## config.mk

```make
export PLATFORM = sky130hd
export DESIGN_NAME = keypad_scan_sequencer
export DESIGN_NICKNAME = d
export VERILOG_FILES = /design/src/rtl/keypad_scan_sequencer.sv
export SDC_FILE = /design/constraint.sdc
export NUM_CORES = 1
export LEC_CHECK = 0
export BUFFER_PORTS_ARGS = -buffer_cell sky130_fd_sc_hd__buf_2
export CAP_MARGIN = 20
export CORE_ASPECT_RATIO = 0.7
export CORE_MARGIN = 10
export CORE_UTILIZATION = 30
export DETAILED_ROUTE_END_ITERATION = 7
export GPL_TIMING_DRIVEN = 1
export SETUP_SLACK_MARGIN = 0.05
export SYNTH_ARGS = -nofsm -noshare
export SYNTH_HDL_FRONTEND = slang
export SYNTH_SLANG_ARGS = --single-unit
```

## constraint.sdc

```tcl
create_clock -name clk -period 4.1 [get_ports clk]
set_input_delay 0.41 -clock clk [delete_from_list [all_inputs] [get_ports clk]]
set_output_delay 0.41 -clock clk [all_outputs]
set_load 0.05 [all_outputs]
```

## src/rtl/keypad_scan_sequencer.sv

```systemverilog
// 4x4 keypad scanner: one-hot column drive, per-column settle, row sample,
// change detection against a key map, press/release events through a FIFO.
module keypad_scan_sequencer #(
  parameter int SETTLE_CYCLES = 32,
  parameter int FIFO_DEPTH    = 4
) (
  input  logic        clk,
  input  logic        reset,
  input  logic        enable,
  input  logic [3:0]  rows,
  output logic [3:0]  cols,
  output logic [1:0]  col_idx,
  output logic        evt_valid,
  input  logic        evt_ready,
  output logic [3:0]  evt_code,
  output logic        evt_press,
  output logic [15:0] key_state,
  output logic        overflow,
  input  logic        clear_overflow
);

  localparam int AW = $clog2(FIFO_DEPTH);
  localparam int CW = AW + 1;
  localparam logic [CW-1:0] FULL_N = CW'(FIFO_DEPTH);
  localparam logic [7:0] SETTLE_LAST = 8'(SETTLE_CYCLES - 1);

  localparam logic [1:0] S_IDLE   = 2'd0;
  localparam logic [1:0] S_DRIVE  = 2'd1;
  localparam logic [1:0] S_SAMPLE = 2'd2;
  localparam logic [1:0] S_EVAL   = 2'd3;

  logic [1:0]    state_q, state_d;
  logic [1:0]    col_q, col_d;
  logic [7:0]    cnt_q, cnt_d;
  logic [3:0]    samp_q, samp_d;
  logic [1:0]    row_q, row_d;
  logic [15:0]   ks_q, ks_d;
  logic          ovf_q, ovf_d;
  logic [4:0]    mem_q [FIFO_DEPTH];
  logic [AW-1:0] rd_q, rd_d;
  logic [AW-1:0] wr_q, wr_d;
  logic [CW-1:0] fill_q, fill_d;

  logic [3:0] key_idx;
  logic       diff;
  logic       empty;
  logic       full;
  logic       pop;
  logic       push;

  // Key code {row, col} doubles as the key_state bit index.
  assign key_idx = {row_q, col_q};
  assign empty   = (fill_q == '0);
  assign full    = (fill_q == FULL_N);
  assign pop     = !empty && evt_ready;
  assign diff    = (state_q == S_EVAL) &&
                   (samp_q[row_q] != ks_q[key_idx]);
  assign push    = diff && (!full || pop);

  always_comb begin
    state_d = state_q;
    col_d   = col_q;
    cnt_d   = cnt_q;
    samp_d  = samp_q;
    row_d   = row_q;
    ks_d    = ks_q;
    rd_d    = rd_q + AW'(pop);
    wr_d    = wr_q + AW'(push);
    fill_d  = fill_q + CW'(push) - CW'(pop);
    // A dropped event sets the flag even if a clear arrives together.
    ovf_d   = (diff && !push) || (ovf_q && !clear_overflow);
    if (push) ks_d[key_idx] = samp_q[row_q];
    unique case (state_q)
      S_IDLE: begin
        if (enable) begin
          state_d = S_DRIVE;
          col_d   = 2'd0;
          cnt_d   = 8'd0;
        end
      end
      S_DRIVE: begin
        if (cnt_q == SETTLE_LAST) state_d = S_SAMPLE;
        else                      cnt_d   = cnt_q + 8'd1;
      end
      S_SAMPLE: begin
        samp_d  = rows;
        row_d   = 2'd0;
        state_d = S_EVAL;
      end
      S_EVAL: begin
        row_d = row_q + 2'd1;
        if (row_q == 2'd3) begin
          if (enable) begin
            state_d = S_DRIVE;
            col_d   = col_q + 2'd1;
            cnt_d   = 8'd0;
          end else begin
            state_d = S_IDLE;
            col_d   = 2'd0;
          end
        end
      end
      default: state_d = S_IDLE;
    endcase
  end

  always_ff @(posedge clk or posedge reset) begin
    if (reset) begin
      state_q <= S_IDLE;
      col_q   <= '0;
      cnt_q   <= '0;
      samp_q  <= '0;
      row_q   <= '0;
      ks_q    <= '0;
      ovf_q   <= 1'b0;
      rd_q    <= '0;
      wr_q    <= '0;
      fill_q  <= '0;
      for (int i = 0; i < FIFO_DEPTH; i++) mem_q[i] <= '0;
    end else begin
      state_q <= state_d;
      col_q   <= col_d;
      cnt_q   <= cnt_d;
      samp_q  <= samp_d;
      row_q   <= row_d;
      ks_q    <= ks_d;
      ovf_q   <= ovf_d;
      rd_q    <= rd_d;
      wr_q    <= wr_d;
      fill_q  <= fill_d;
      if (push) mem_q[wr_q] <= {key_idx, samp_q[row_q]};
    end
  end

  assign cols      = (state_q == S_IDLE) ? 4'b0000 : (4'b0001 << col_q);
  assign col_idx   = col_q;
  assign evt_valid = !empty;
  assign evt_code  = mem_q[rd_q][4:1];
  assign evt_press = mem_q[rd_q][0];
  assign key_state = ks_q;
  assign overflow  = ovf_q;

endmodule

```

# [Word-level counts from Yosys, hierarchy flattened]
# Cells that the tools add are included.
[word_totals] out_inout_bits=29 elab_cells=90 register_bits=62 in_bits=9
[op_classes] n_lt_le_gt_ge=6 n_mux=28 n_addsub=7 n_reduce_logical=21 n_bitwise=2 eq_ne=11 shift=1
[ops] cell="$mux W8" n=3
[ops] cell="$pmux W8 S3" n=1
[ops] cell="$bwmux W20" n=1
[ops] cell="$bwmux W16" n=1
[ops] cell="$mux W5" n=3
[ops] cell="$mux W2" n=6
[ops] cell="$bmux W5 S2" n=1
[ops] cell="$demux W5 S2" n=1
[ops] cell="$reduce_and A3 Y1" n=3
[ops] cell="$add A8 B1 Y8 const B" n=1
[ops] cell="$eq A8 B5 Y1 const B" n=1
[ops] cell="$pmux W2 S2" n=2
[ops] cell="$pmux W2 S4" n=1
[ops] cell="$logic_and A1 B1 Y1" n=7
[ops] cell="$eq A2 B2 Y1 const B" n=3
[ops] cell="$ge A3 B3 Y1 const B" n=2
[ops] cell="$ne A2 B2 Y1 const B" n=3
[ops] cell="$not A2 Y3" n=2
[ops] cell="$lt A4 B5 Y1 const B" n=1
[ops] cell="$add A2 B1 Y2" n=2
[ops] cell="$add A2 B1 Y2 const B" n=2
[ops] cell="$bmux W1 S4" n=1
[ops] cell="$demux W1 S4" n=1
[ops] cell="$ge A4 B1 Y1 const B" n=1
[ops] cell="18 further kinds" n=26

# [Logic depth before layout (Yosys ltp)]
# Gate-level depths: netlist (run 1).
[depth] word_depth=8 mapped_depth=12 depth_no_buf=10

# [Worst setup path after synthesis (run 1)]
# Ideal clock, no wire load.
[synth_timing] path_type="register to register" startpoint="register col_q[0] (netlist: col_idx[0])" endpoint="register fill_q[2]" stages_incl_launch_ff=13 arrival_time_ns=3.535 required_time_ns=3.977 n_path_buf=2 path_slack_ns=0.443 period_less_slack_ns=3.657 setup_ns=0.123 cell_sequence="dfrtp_1 -> buf_6 -> mux4_1 -> mux4_2 -> buf_6 -> xnor2_4 -> nand2_1 -> ha_1 -> inv_1 -> ha_1 -> fa_1 -> xnor2_1 -> xnor2_1"
[synth_between] elab_chain_len=7
[synth_rtl] element="start: declaration" line="33" rtl="logic [1:0] col_q, col_d;"
[synth_rtl] element="start signal: assignment" line="122" rtl="col_q <= col_d;"
[synth_rtl] element="$bmux W1 S4" line="57" rtl="(samp_q[row_q] != ks_q[key_idx]);"
[synth_rtl] element="$mux W1 (not written as such)" line="57"
[synth_rtl] element="$ne A1 B1 Y1" line="57"
[synth_rtl] element="$logic_and A1 B1 Y1" line="56" rtl="assign diff = (state_q == S_EVAL) &&"
[synth_rtl] element="$logic_and A1 B1 Y1" line="58" rtl="assign push = diff && (!full || pop);"
[synth_rtl] element="$add A3 B1 Y3" line="69" rtl="fill_d = fill_q + CW'(push) - CW'(pop);"
[synth_rtl] element="$sub A3 B1 Y3" line="69"
[synth_rtl] element="via fill_d[2]" line="42" rtl="logic [CW-1:0] fill_q, fill_d;"
[synth_rtl] element="end signal: assignment" line="130" rtl="fill_q <= fill_d;"
[synth_rtl] element="end: declaration" line="42"
# The timed path passes the listed nets, and every way through them passes these cells. The select of a mux whose other input is x is not followed.
# A chain may end at the register's enable or synchronous reset.

# [Worst setup path in the final report (run 1)]
# Same ends and word-level chain as after synthesis.

==> results by group, run 1 <==
Hold path
  – HP Class: input port to asynchronous set/reset pin

Worst setup path
  – Crit path capture type: flop
  – Startpoint Class: flop
  – Crit-path max FO: 18
  – FF-to-FF path depth: 10
  – Crit-path cells: mux4_1 > mux4_2 > xnor2_4 > nand2_1 > ha_1 > inv_1 > ha_1 > fa_1 > xnor2_1 > xnor2_1
  – Arrival time of the worst setup path: 3810 ps
  – CP max stage cell: mux4_2
  – Critical path class: flop to flop
  – Critical Path RT: 4350 ps
  – CP bufs+invs: 1
  – Max stage delay on crit path: 700 ps
  – Delay-heaviest family, CP: multiplexers
  – WP depth: 10

Timing
  – Final setup viols: 0
  – Max-slew headroom: 41.46%
  – Setup TNS: 0 ps
  – Fin crit share: 86.74%
  – Hold Violations, Final: 0
  – Highest clock rate: 281.2 MHz
  – PnR worst setup slack: 543.6 ps
  – Worst-Margin Slew: 870.7 ps
  – Clock Skew: 4.031 ps
  – Final hold slack: 177.7 ps
  – Clock period minus worst slack: 3556 ps
  – Max-slew violations: 0
  – RSZ-0062 raised after global routing: false

GRT
  – Vias in the first global route: 2489
  – Initial antenna violation count: 0
  – Total GRT Usage: 10.22%
  – Total gr overflow: 0
  – Pin count of the biggest net entering global routing: 33
  – Global-route wire length before repair: 13.06 mm

Synth
  – Post-Synth Adder-Cell Area: 6.776%
  – Synth area leader: dfrtp_1
  – Count of cell types in the netlist: 43
  – Register area share after synthesis: 45.17%
  – Ranking of synthesized cells by area: dfrtp_1, ha_1, mux2_2
  – Post-synthesis xor/xnor area fraction: 3.607%
  – Synth async-reset ratio: 100.0%
  – Mean Syn Cell Area: 10.80 um^2
  – Synth Area in Compound Gates: 10.86%
  – Post-synthesis mux area share: 14.28%
  – Mapped Cells: 318
  – Mapped Nets: 345
  – Cell Area, Synth: 0.003435 mm^2
  – Synth warnings: 0
  – Top cell type's share of synthesized area: 45.17%
  – Synth Area in Simple Gates: 14.50%
  – Dominant synthesized flop cell: dfrtp_1
  – Main combinational cell family by area after synthesis: simple AND/OR/NAND/NOR gates
  – Number of synthesized flops with an enable pin: 0
  – Synthesized flop and latch total: 62
  – Most frequent cell after synthesis: dfrtp_1
  – Post-synth top cells: dfrtp_1, nand2_1, a21oi_1

Power and ir drop
  – Flop pwr share: 32.6%
  – Clock power frac: 25.4%
  – Worst VDD drop: 0.4095 mV
  – Total leakage power: 1.865 nW
  – Power Density: 723.7 mW/mm^2
  – Switching Share: 41.03%
  – Switching pwr: 1.200 mW
  – Pint: 1.724 mW
  – Post-layout power: 2.924 mW
  – Comb pwr share: 42.0%

Floorplan
  – Die area: 0.01620 mm^2
  – Die height: 109.5 um
  – Die X: 147.9 um
  – Starting Density: 30.97%
  – # rows: 32
  – IO Pins: 38
  – Core Box Area: 0.01109 mm^2

Cells and area
  – Share of layout cells above drive strength 1: 25.21%
  – Layout net count: 376
  – Final Util: 36.43%
  – Layout Cells excl Fill: 506
  – Filler Cell Count: 1109
  – Sequential cell area: 0.001551 mm^2
  – Multi-input gate area: 0.001718 mm^2
  – Layout area overhead: 17.63%
  – Fin area: 0.004040 mm^2
  – Inserted Diodes: 0

Placement
  – RePlAce Congestion: 0.7399
  – Dpl cell area: 0.003751 mm^2
  – Post-place setup slack: 520.6 ps
  – Port Buf Inserts: 37
  – Placed insts: 491
  – DP HPWL: 5.701 mm

Clock tree
  – CTS root buffer: clkbuf_16
  – Hold_buf cts: 0
  – CTS Buf Count: 9
  – CTS tree: built
  – CTS Buffer Depth: 2
  – Clock sink count: 62
  – Clock latency on the worst-skew pair: 330 ps
  – Cts repair resizes: 0
  – CTS clk-pin slew, worst paths: 50 ps
  – H-Tree Depth: 3
  – Buffer count from post-CTS setup fixing: 0

Detailed routing
  – Router iterations before antenna repair: 4
  – WL final: 7.870 mm
  – Vias: 2515
  – Detail Route Antenna Nets: 0
  – DRC: 0
  – Drt initial violations: 221
  – Drt wl/cell: 15.55 um
  – Vias per cell: 4.970

Job
  – Maxcap violations: 0

Status
  – Run status: completed
[metal layers]
layer  vias up  wire length, um  global-route usage [%]
met2        69             3361                   14.86
met5         -                0                       0
met3         8              594                   4.351
li1       1203                -                       -
met4         0               78                   2.750
met1      1235             3835                   13.67
[power by group through the flow]
stage / clock (mW) / combinational (mW) / sequential [mW]
final: 0.744 / 1.23 / 0.953
after detailed placement: 0 / 1.23 / 0.963
after global placement: 0 / 1.20 / 0.954
after global routing: 0.790 / 1.36 / 0.981
after floorplan: 0 / 0.998 / 0.917
after CTS: 0.761 / 1.23 / 0.953
[area by class of cell]
cell class / instances / area share (%)
tap: 153 / 4.738
clock buffer: 10 / 5.915
clock inverter: 5 / 1.239
sequential: 62 / 38.40
timing repair buffer: 42 / 5.513
multi-input combinational: 216 / 42.52
inverter: 18 / 1.672
[logic make-up after synthesis]
logic type                 Yosys count
xor gates and xnor gates            12
and+or+nand+nor                     93
adders and majority gates           18
AOI/OAI and AO/OA                   63
buffers and inverters               40
DFF                                 62
muxes                               30
[layout by cell type (no fill, tap or decap), drive strengths merged, types with 5 or more instances in the layout]
cell type,instances
dfrtp,62
buf,42
nand2,29
a21oi,25
nand3,23
inv,18
mux2,18
ha,17
a31oi,16
o21ai,11
mux4,11
xnor2,10
clkbuf,10
nor2,8
nand2b,5
nor2b,5
[final timing paths]
kind | start | to | slack [ps]
max in group asynchronous | reset | key_state[4] | 3050
worst min-delay path | reset | mem_q[17] | 180
worst max-delay path | col_idx[0] | fill_q[2] | 540
min in group clk | clear_overflow | overflow | 260
worst max register to register | col_idx[0] | fill_q[2] | 540
worst min register to register | mem_q[9] | mem_q[9] | 490
[flip-flops by register name, summed over array words and instances, names as in the netlist]
| register | cells |
|---|---|
| fill_q | 3 |
| wr_q | 2 |
| col_idx | 2 |
| row_q | 2 |
| rd_q | 2 |
| overflow | 1 |
| mem_q | 20 |
| cnt_q | 8 |
| key_state | 16 |
| samp_q | 4 |
| state_q | 2 |
[worst register-to-register path, stage by stage, from the launching register on]
cell and delay, ps:
dfrtp_1 640, mux4_1 650, mux4_2 700, xnor2_4 210
nand2_1 90, ha_1 280, inv_1 30, ha_1 180
fa_1 380, xnor2_1 170, xnor2_1 140
Power figures use the tool's default switching activity.
==> run 2, diff against run 1 <==
- MAX_ROUTING_LAYER: not set -> met4
==> results by group, run 2 (synthesized netlist as in run 1, its figures left out) <==
Detailed routing
  – Vias: 2518
  – Drt initial violations: 216
  – Drt wl/cell: 15.47 um
  – DRC: 0
  – WL final: 7.827 mm
  – Detail Route Antenna Nets: 0
  – Vias per cell: 4.976
  – Router iterations before antenna repair: 4

Clock tree
  – CTS clk-pin slew, worst paths: 50 ps
  – CTS Buffer Depth: 2
  – H-Tree Depth: 3
  – Clock latency on the worst-skew pair: 320 ps
  – CTS root buffer: clkbuf_16
  – Cts repair resizes: 0
  – Buffer count from post-CTS setup fixing: 0
  – CTS tree: built
  – Clock sink count: 62
  – Hold_buf cts: 0
  – CTS Buf Count: 9

GRT
  – Total gr overflow: 0
  – Total GRT Usage: 10.53%
  – Vias in the first global route: 2488
  – Pin count of the biggest net entering global routing: 33
  – Global-route wire length before repair: 13.03 mm
  – Initial antenna violation count: 0

Floorplan
  – Die height: 109.5 um
  – IO Pins: 38
  – Starting Density: 30.97%
  – Core Box Area: 0.01109 mm^2
  – # rows: 32
  – Die X: 147.9 um
  – Die area: 0.01620 mm^2

Timing
  – Clock period minus worst slack: 3559 ps
  – Hold Violations, Final: 0
  – Max-slew violations: 0
  – PnR worst setup slack: 540.6 ps
  – Highest clock rate: 280.9 MHz
  – RSZ-0062 raised after global routing: false
  – Setup TNS: 0 ps
  – Max-slew headroom: 41.82%
  – Final setup viols: 0
  – Clock Skew: 5.320 ps
  – Fin crit share: 86.82%
  – Final hold slack: 182.3 ps
  – Worst-Margin Slew: 865.4 ps

Placement
  – RePlAce Congestion: 0.7491
  – Port Buf Inserts: 37
  – DP HPWL: 5.701 mm
  – Dpl cell area: 0.003751 mm^2
  – Post-place setup slack: 520.6 ps

Worst setup path
  – Startpoint Class: flop
  – Max stage delay on crit path: 700 ps
  – Delay-heaviest family, CP: multiplexers
  – Crit-path cells: mux4_1 > mux4_2 > xnor2_4 > nand2_1 > ha_1 > inv_1 > ha_1 > fa_1 > xnor2_1 > xnor2_1
  – Crit path capture type: flop
  – Crit-path max FO: 18
  – Arrival time of the worst setup path: 3800 ps
  – Critical Path RT: 4340 ps
  – Critical path class: flop to flop
  – CP bufs+invs: 1
  – CP max stage cell: mux4_2
  – Crit path launch: col_idx[0]
  – Worst r2r src: col_idx[0]

Cells and area
  – Sequential cell area: 0.001551 mm^2
  – Fin area: 0.004040 mm^2
  – Multi-input gate area: 0.001718 mm^2
  – Share of layout cells above drive strength 1: 25.21%
  – Filler Cell Count: 1109
  – Inserted Diodes: 0
  – Most frequent cells in the layout: dfrtp_1, buf_2, nand2_1
  – Top reg by flops: mem_q
  – Layout net count: 376
  – Layout area overhead: 17.63%
  – Commonest non-fill, non-tap cell in the layout: dfrtp_1
  – Max reg flops: 20

Power and ir drop
  – Power Density: 722.1 mW/mm^2
  – Total leakage power: 1.865 nW
  – Worst VDD drop: 0.4086 mV
  – Post-layout power: 2.917 mW

Hold path
  – HP Class: input port to asynchronous set/reset pin

Status
  – Run status: completed

Job
  – Maxcap violations: 0
[run 2: routing by layer]
layer | track usage, % | part of all wire (%) | vias up
met5 | - | 0 | -
met4 | 2.750 | 0.61 | 0
met3 | 4.064 | 5.6 | 5
met2 | 14.92 | 43 | 61
met1 | 13.77 | 50 | 1247
li1 | - | - | 1205
[run 2: power by group]
part / internal, mW / total [mW] / switching, mW
Sequential: 0.777 / 0.952 / 0.175
Clock: 0.478 / 0.739 / 0.261
Combinational: 0.468 / 1.23 / 0.758
Total: 1.72 / 2.92 / 1.19
[run 2: metrics by stage]
stage | utilization [%] | cells
floorplan | - | 318
global placement | 33.82 | 491
detailed placement | 33.82 | 491
CTS | 36.43 | 506
global route | 36.43 | 506
finish | 36.43 | 506
[run 2: area by class of cell]
class / instances / area share [%]
Multi-Input combinational cell: 216 / 42.52
Sequential cell: 62 / 38.40
Clock buffer: 10 / 5.915
Timing Repair Buffer: 42 / 5.513
Tap cell: 153 / 4.738
Inverter: 18 / 1.672
Clock inverter: 5 / 1.239
[run 2: worst paths after layout]
kind,to,slack [ps],depth (start not counted)
setup / recovery,fill_q[2],540,10
hold / removal,mem_q[17],180,2
setup reg to reg,fill_q[2],540,10
hold reg to reg,mem_q[9],490,1
max in group asynchronous,samp_q[1],3040,3
min in group clk,overflow,260,2
